**config.mk**
```make
export PLATFORM = sky130hd
export DESIGN_NAME = mux_8x1_rr_arbiter
export DESIGN_NICKNAME = d
export VERILOG_FILES = /design/src/rtl/mux_8x1_rr_arbiter_pkg.sv /design/src/rtl/mux_8x1_rr_arbiter_pick.sv /design/src/rtl/mux_8x1_rr_arbiter.sv
export SDC_FILE = /design/constraint.sdc
export NUM_CORES = 1
export LEC_CHECK = 0
export CORE_MARGIN = 2
export CORE_UTILIZATION = 40
export CTS_CLUSTER_DIAMETER = 60
export DETAILED_ROUTE_END_ITERATION = 8
export PLACE_DENSITY = 0.83
export SLEW_MARGIN = 20
export SYNTH_ARGS = -nofsm -noshare
export SYNTH_HDL_FRONTEND = slang
export SYNTH_SLANG_ARGS = --single-unit
export TNS_END_PERCENT = 10
```
**constraint.sdc**
```tcl
create_clock -name clk -period 3.2 [get_ports clk]
set_clock_uncertainty 0.15 [all_clocks]
set_input_delay 0.64 -clock clk [delete_from_list [all_inputs] [get_ports clk]]
set_output_delay 0.64 -clock clk [all_outputs]
set_load 0.02 [all_outputs]
```
**src/rtl/mux_8x1_rr_arbiter_pkg.sv**
```systemverilog
// Shared definitions for the round-robin 8:1 mux arbiter.
package mux_8x1_rr_arbiter_pkg;

  localparam int NUM_REQ = 8;
  localparam int SEL_W   = 3;

  typedef enum logic {
    IDLE  = 1'b0,
    GRANT = 1'b1
  } state_t;

endpackage

```
**src/rtl/mux_8x1_rr_arbiter_pick.sv**
```systemverilog
// Rotating-priority pick: first set request bit starting at ptr, wrapping mod 8.
module rr_priority_pick
  import mux_8x1_rr_arbiter_pkg::*;
(
  input  logic [NUM_REQ-1:0] req,
  input  logic [SEL_W-1:0]   ptr,
  output logic               found,
  output logic [SEL_W-1:0]   index
);

  // Scan from the farthest offset down so the nearest set bit to ptr wins last.
  always_comb begin
    logic [SEL_W-1:0] cand;
    found = 1'b0;
    index = '0;
    cand  = '0;
    for (int i = NUM_REQ - 1; i >= 0; i--) begin
      cand = ptr + SEL_W'(i);
      if (req[cand]) begin
        found = 1'b1;
        index = cand;
      end
    end
  end

endmodule

```
**src/rtl/mux_8x1_rr_arbiter.sv**
```systemverilog
// Round-robin arbiter sharing one 8:1 datapath mux between eight packet streams.
module mux_8x1_rr_arbiter
  import mux_8x1_rr_arbiter_pkg::*;
#(
  parameter int WIDTH    = 8,
  parameter int HOLD_MAX = 16
) (
  input  logic                       clk,
  input  logic                       rst,
  input  logic [NUM_REQ-1:0]         req,
  input  logic [NUM_REQ-1:0]         last,
  input  logic [NUM_REQ*WIDTH-1:0]   in_data,
  output logic [NUM_REQ-1:0]         in_ready,
  output logic [WIDTH-1:0]           out_data,
  output logic                       out_valid,
  output logic                       out_last,
  input  logic                       out_ready,
  output logic [NUM_REQ-1:0]         grant,
  output logic [SEL_W-1:0]           select,
  output logic                       en
);

  localparam int CNT_W = $clog2(HOLD_MAX + 1);

  state_t             state, state_nxt;
  logic [SEL_W-1:0]   ptr, ptr_nxt;
  logic [CNT_W-1:0]   cnt, cnt_nxt;
  logic [NUM_REQ-1:0] grant_nxt;
  logic [SEL_W-1:0]   select_nxt;
  logic               en_nxt;

  logic               pick_found;
  logic [SEL_W-1:0]   pick_idx;
  logic               beat;
  logic               hold_done;
  logic [WIDTH-1:0]   mux_data;

  rr_priority_pick u_pick (
    .req   (req),
    .ptr   (ptr),
    .found (pick_found),
    .index (pick_idx)
  );

  // A beat moves only while granted, the owner has data and downstream accepts.
  assign beat      = en && req[select] && out_ready;
  assign hold_done = (cnt == CNT_W'(HOLD_MAX - 1));

  // Control registers: all state is reset; there is no registered data.
  always_ff @(posedge clk) begin
    if (rst) begin
      state  <= IDLE;
      ptr    <= '0;
      cnt    <= '0;
      grant  <= '0;
      select <= '0;
      en     <= 1'b0;
    end else begin
      state  <= state_nxt;
      ptr    <= ptr_nxt;
      cnt    <= cnt_nxt;
      grant  <= grant_nxt;
      select <= select_nxt;
      en     <= en_nxt;
    end
  end

  // Next-state: arbitrate from IDLE, release on last beat, hold limit or abandon.
  always_comb begin
    state_nxt  = state;
    ptr_nxt    = ptr;
    cnt_nxt    = cnt;
    grant_nxt  = grant;
    select_nxt = select;
    en_nxt     = en;
    unique case (state)
      IDLE: begin
        if (pick_found) begin
          state_nxt  = GRANT;
          grant_nxt  = {{(NUM_REQ-1){1'b0}}, 1'b1} << pick_idx;
          select_nxt = pick_idx;
          en_nxt     = 1'b1;
          cnt_nxt    = '0;
        end
      end
      GRANT: begin
        if (!req[select] || (beat && (last[select] || hold_done))) begin
          state_nxt = IDLE;
          ptr_nxt   = select + SEL_W'(1);
          grant_nxt = '0;
          en_nxt    = 1'b0;
          cnt_nxt   = '0;
        end else if (beat) begin
          cnt_nxt = cnt + CNT_W'(1);
        end
      end
      default: begin
        state_nxt = IDLE;
      end
    endcase
  end

  // 8:1 datapath mux on the registered select, using constant slices only.
  always_comb begin
    mux_data = '0;
    for (int i = 0; i < NUM_REQ; i++) begin
      if (select == SEL_W'(i)) begin
        mux_data = in_data[i*WIDTH +: WIDTH];
      end
    end
  end

  // Boundary outputs: everything forced to zero while the mux is disabled.
  always_comb begin
    in_ready  = '0;
    out_data  = '0;
    out_valid = 1'b0;
    out_last  = 1'b0;
    if (en) begin
      in_ready[select] = out_ready;
      out_data         = mux_data;
      out_valid        = req[select];
      out_last         = last[select];
    end
  end

endmodule
```
# Yosys cells after proc, flatten, opt, wreduce, memory -nomap -nowiden
# Index checks and enable logic that the tools add are counted.
[word_totals] register_bits=21 elab_cells=114
[op_classes] n_addsub=9 magnitude_cmp=10 n_eq_ne=11 shift=1 n_mux=63 bitwise=2 n_reduce_logical=12
[op_table] operator="8-bit 2-to-1 mux" n=12
[op_table] operator="3-bit by 4-bit less-than comparator with 1-bit output, second input constant" n=9
[op_table] operator="1-bit binary-select mux with 3-bit select" n=10
[op_table] operator="1-bit 2-to-1 mux" n=25
[op_table] operator="3-bit 2-to-1 mux" n=8
[op_table] operator="8-bit one-hot mux with 2 select lines" n=1
[op_table] operator="5-bit 2-to-1 mux" n=3
[op_table] operator="3-bit adder, second input constant" n=4
[op_table] operator="3-bit == test, second input constant" n=4
[op_table] operator="5-bit one-hot mux with 2 select lines" n=1
[op_table] operator="8-bit bitwise AND" n=1
[op_table] operator="2-bit AND reduction" n=4
[op_table] operator="1-bit by 3-bit << shifter with 8-bit output, first input constant" n=1
[op_table] operator="3-bit by 1-bit adder with 3-bit output, second input constant" n=2
[op_table] operator="3-bit by 2-bit adder with 3-bit output, second input constant" n=2
[op_table] operator="3-bit by 2-bit == test with 1-bit output, second input constant" n=2
[op_table] operator="5-bit by 1-bit adder with 5-bit output, second input constant" n=1
[op_table] operator="5-bit by 4-bit == test with 1-bit output, second input constant" n=1
[op_table] operator="1-bit logical AND" n=4
[op_table] operator="1-bit one-hot mux with 2 select lines" n=2
[op_table] operator="1-bit demux with 3-bit select" n=1
[op_table] operator="3-bit by 1-bit == test with 1-bit output, second input constant" n=1
[op_table] operator="3-bit by 1-bit >= comparator with 1-bit output, second input constant" n=1
[op_table] operator="3-bit logical NOT" n=1
[op_table] operator="other kinds (6)" n=7

# Depth between registers and ports, before layout
[logic_depth] ltp_word=14 depth_mapped=14 mapped_depth_nobuf=9

# Cells and area by module
# A second synthesis with hierarchy kept.
[unflattened] cells_unflattened=368 hier_area_um2=2751.4
[by_module_without_submodules] module="mux_8x1_rr_arbiter" n_inst=1 cells_each=278 area_each_um2=1969.4 seq_area_each_um2=420.4
[by_module_without_submodules] module="rr_priority_pick" n_inst=1 cells_each=90 area_each_um2=782.0 seq_area_each_um2=0.0

# Worst setup path after synthesis
# No wires, ideal clock.
[synth_timing] kind="flip-flop to output port" from="register select[1]" to="output out_data[7]" arrival_time_ns=2.855 required_ns=2.410 slack_ns=-0.445 stages_incl_launch_ff=12 path_buffers=2 path_cell_list="dfxtp_1 clkbuf_1 inv_1 ha_1 nor2b_1 clkbuf_1 a22oi_1 o21ai_0 a22oi_1 o22a_1 a211o_1 a21boi_0"
[synth_via] elab_chain_cells=10
[synth_lines] element="start, declared" line="mux_8x1_rr_arbiter.sv:19" source="output logic [SEL_W-1:0] select,"
[synth_lines] element="start signal, assigned" line="mux_8x1_rr_arbiter.sv:63" source="select <= select_nxt;"
[synth_lines] element="3-bit logical NOT" line="mux_8x1_rr_arbiter.sv:107" source="if (select == SEL_W'(i)) begin"
[synth_lines] element="8-bit 2-to-1 mux (7 in series)" line="mux_8x1_rr_arbiter.sv:107"
[synth_lines] element="8-bit 2-to-1 mux (*)" line="mux_8x1_rr_arbiter.sv:107"
[synth_lines] element="8-bit 2-to-1 mux (*)" line="mux_8x1_rr_arbiter.sv:119" source="if (en) begin"
[synth_lines] element="end, declared" line="mux_8x1_rr_arbiter.sv:14" source="output logic [WIDTH-1:0] out_data,"
# Every way passes the cells marked *; elsewhere a longest branch is shown, timed or not.

# Worst setup path in the final report
[layout_timing] from="input in_data[1]" to="output out_data[1]"
[layout_via] elab_chain_cells=9
[layout_lines] element="start, declared" line="mux_8x1_rr_arbiter.sv:12" source="input logic [NUM_REQ*WIDTH-1:0] in_data,"
[layout_lines] element="8-bit 2-to-1 mux (8 in series)" line="mux_8x1_rr_arbiter.sv:107"
[layout_lines] element="8-bit 2-to-1 mux" line="mux_8x1_rr_arbiter.sv:119"
# Every way passes these cells.

==> results_dict.tcl <==
set metrics [dict create \
    top_usage_layer "met2" \
    p_clk_frac 0.058 \
    via_count 3356 \
    netlist_instances 353 \
    crit_type "in2out" \
    peakVddDrop_uv 369 \
    crit_fanout 1 \
    grtUsageMet2 0.432 \
    antenna_found_initial 0 \
    syn_to_final_growth_pct 61.7 \
    wl_um 9780 \
    p_sw_mw 1.35 \
    nets 598 \
    dp_hpwl_um 7430 \
    core-area_sq_um 6720 \
    regToRegEndpoint "grant[4]" \
    r2r_setup_slack_ns 0.21 \
    layout-drive-gt1-share 0.242 \
    portBuffers 112 \
    yosysSeqAreaShare 0.152 \
    globalplace.congestion 0.927 \
    fmax_ghz 0.315 \
    crit_arrival_ns 2.38 \
    dieArea_sq_um 7570 \
    die_w_um 87.0 \
    end_kind "output pin" \
    start_util 0.410 \
    use_met3 0.0417 \
    endpoint "out_data[1]" \
    synth_top_area_cell "dfxtp_1" \
    seqPwrFrac 0.122 \
    ys_dominant_reg_cell "dfxtp_1" \
    status "completed" \
    hold_class "reg2reg" \
    worst_pin_slew_ns 0.512 \
    fin_crit_ns 3.17 \
    use_met1 0.287 \
    drt_iter0_drc 157 \
    slew_headroom 0.659 \
    synth_area_leaders "dfxtp_1 (15%), mux4_2 (11%), a22oi_1 (5.7%)" \
    htreeDepth 1 \
    period_share 0.992 \
    synth_edf_count 0 \
    grt_overflow 0 \
    path_cells "clkdlybuf4s50_1 -> and3b_1 -> a21oi_1 -> o21ai_0 -> a22oi_1 -> o22a_1 -> a211o_1 -> a21boi_2 -> buf_4" \
    clockBufferDepth 2 \
    avgSynthCellArea_sq_um 7.81 \
    grt_pass1_wl_um 14700 \
    postCtsSetupBuffers 0 \
    crit_cells 9 \
    dr.pass1.iters 4 \
    yosys_warnings 0 \
    wl_per_cell_um 16.8 \
    worstReg2RegStart "ptr[0]" \
    cts_tree "yes" \
    post_dp_cell_area_sq_um 4370 \
    cp_num_buf_inv 2 \
    root_buffer "clkbuf_8" \
    pre_cts_ws_ns -0.441 \
    grt_max_degree 21 \
    reg2reg_depth 11 \
    cp-start-kind "input pin" \
    io_pins 113 \
    antennaDiodeCount 0 \
    crit_family "compound AO/OA/AOI/OAI gates" \
    syn_area_sq_um 2760 \
    vias_per_cell 5.75 \
    cts_sinks 21 \
    leakagePower_nw 1.80 \
    clk_pin_slew_ns 0.07 \
    numCtsBuffers 3 \
    crit_slowest_cell "clkdlybuf4s50_1" \
    hold_viol 0 \
    synth-async-reset-ratio 0 \
    ant_nets 0 \
    fin_area_sq_um 4460 \
    ys_types 62 \
    critPathLaunch "in_data[1]" \
    grt_use_total 0.239 \
    yosys.area.top_type_share 0.152 \
    drv_slew 0 \
    synth-seq-cells 21 \
    insertion_delay_ns 0.26 \
    die_h_um 87.0 \
    synth_nets 446 \
    maxCapViolations 0 \
    critPathMaxStageDelay_ns 0.45 \
    rsz0062_at_grt "true" \
    p_sw_frac 0.452 \
    p_comb_frac 0.820 \
    grt_pass1_vias 3173 \
    intPower_mw 1.64 \
    worst_slack_ns 0.0256 \
    fp-row-count 30 \
    synth_common_cells "nand2_1 (40), nor2_1 (40), a22oi_1 (21), dfxtp_1 (21), clkbuf_1 (17)" \
    drcViolationCount 0 \
    worstPathRequired_ns 2.41 \
    setup_violations 0 \
    pwr_density_cell_nw_per_um2 671 \
]
routing by layer:
layer | share of wire | up-vias | wire length (um)
met2 | 0.50 | 155 | 4850
met1 | 0.40 | 1542 | 3930
li1 | - | 1639 | -
met5 | 0 | - | 0
met4 | 0.022 | 0 | 214
met3 | 0.080 | 20 | 787
cell families after synthesis:
group | after synthesis | share of synthesized area
compound gates | 113 | 0.309
xor+xnor | 5 | 0.0159
fa+ha+maj | 10 | 0.0454
buf+inv | 37 | 0.0585
flops | 21 | 0.152
mux | 32 | 0.181
simple gates | 135 | 0.237
cells in the final DEF, fill, tap and decap left out, drive strengths merged, types with 5 or more instances in the layout:
| cell type | instances |
|---|---|
| and2 | 5 |
| nor2b | 9 |
| dlymetal6s2s | 5 |
| a21oi | 15 |
| o22a | 8 |
| buf | 70 |
| a22oi | 21 |
| mux2i | 14 |
| nand3 | 7 |
| a211o | 9 |
| nand2b | 7 |
| a211oi | 5 |
| mux4 | 14 |
| and3b | 7 |
| inv | 10 |
| clkdlybuf4s50 | 94 |
| a21boi | 10 |
| dfxtp | 21 |
| o21ai | 19 |
| nor2 | 40 |
| nand2 | 40 |
| dlygate4sd2 | 5 |
| ha | 10 |
timing repair:
action	CTS	global route
endpoints found under the setup margin	11	19
hold buffers	0	0
pin swaps	0	2
gates cloned	0	0
resized for setup	39	29
hold endpoints to repair	0	0
cell type report:
type / instances / area, sq um
repair buffers: 174 / 1580
flip-flops and latches: 21 / 422
multi-input cells: 295 / 2270
clock buffers: 4 / 45.0
well taps: 80 / 100
fillers: 541 / 2260
inverters: 10 / 37.5
worst reg2reg max path, cell delays in order (launching register included):
cell and delay, ns:
dfxtp_1 0.34, inv_1 0.08, ha_4 0.33, buf_4 0.20
mux2i_1 0.11, mux4_2 0.52, buf_4 0.17, nor2_1 0.08
nor2_1 0.06, a221oi_2 0.34, o32ai_2 0.17, o41ai_2 0.35
registers in the layout, summed over array words and instances, names as in the netlist:
register and flops:
cnt 5, select 3, ptr 3, grant 8, state 1, en 1
power by group through the flow:
stage,Sequential [mW],Clock (mW),Combinational [mW]
4_1_cts,0.362,0.179,2.34
6_report,0.364,0.174,2.45
3_5_place_dp,0.366,0,2.35
3_3_place_gp,0.366,0,2.30
5_1_grt,0.373,0.192,2.63
2_1_floorplan,0.411,0,1.41
worst min path at each step:
stage	from	endpoint	slack, ns	cells after the start
6_report	cnt[4]	cnt[4]	0.30	2
5_1_grt	cnt[4]	cnt[4]	0.32	2
3_5_place_dp	grant[1]	grant[1]	0.29	2
2_1_floorplan	cnt[4]	cnt[4]	0.28	2
3_3_place_gp	cnt[4]	cnt[4]	0.29	2
4_1_cts	cnt[4]	cnt[4]	0.30	2
stage by stage:
| stage | cells | utilization | hold slack (ns) | setup TNS [ns] | total power, mW |
|---|---|---|---|---|---|
| finish | 584 | 0.664 | 0.300 | 0 | 2.99 |
| CTS | 584 | 0.653 | 0.303 | -0.139 | 2.89 |
| global route | 584 | 0.664 | 0.316 | -0.585 | 3.19 |
| detailed placement | 580 | 0.650 | 0.292 | -5.50 | 2.72 |
| floorplan | 353 | - | 0.282 | -0.0193 | 1.82 |
| global placement | 580 | 0.650 | 0.289 | -4.94 | 2.67 |
(Power assumes the default switching activity.)
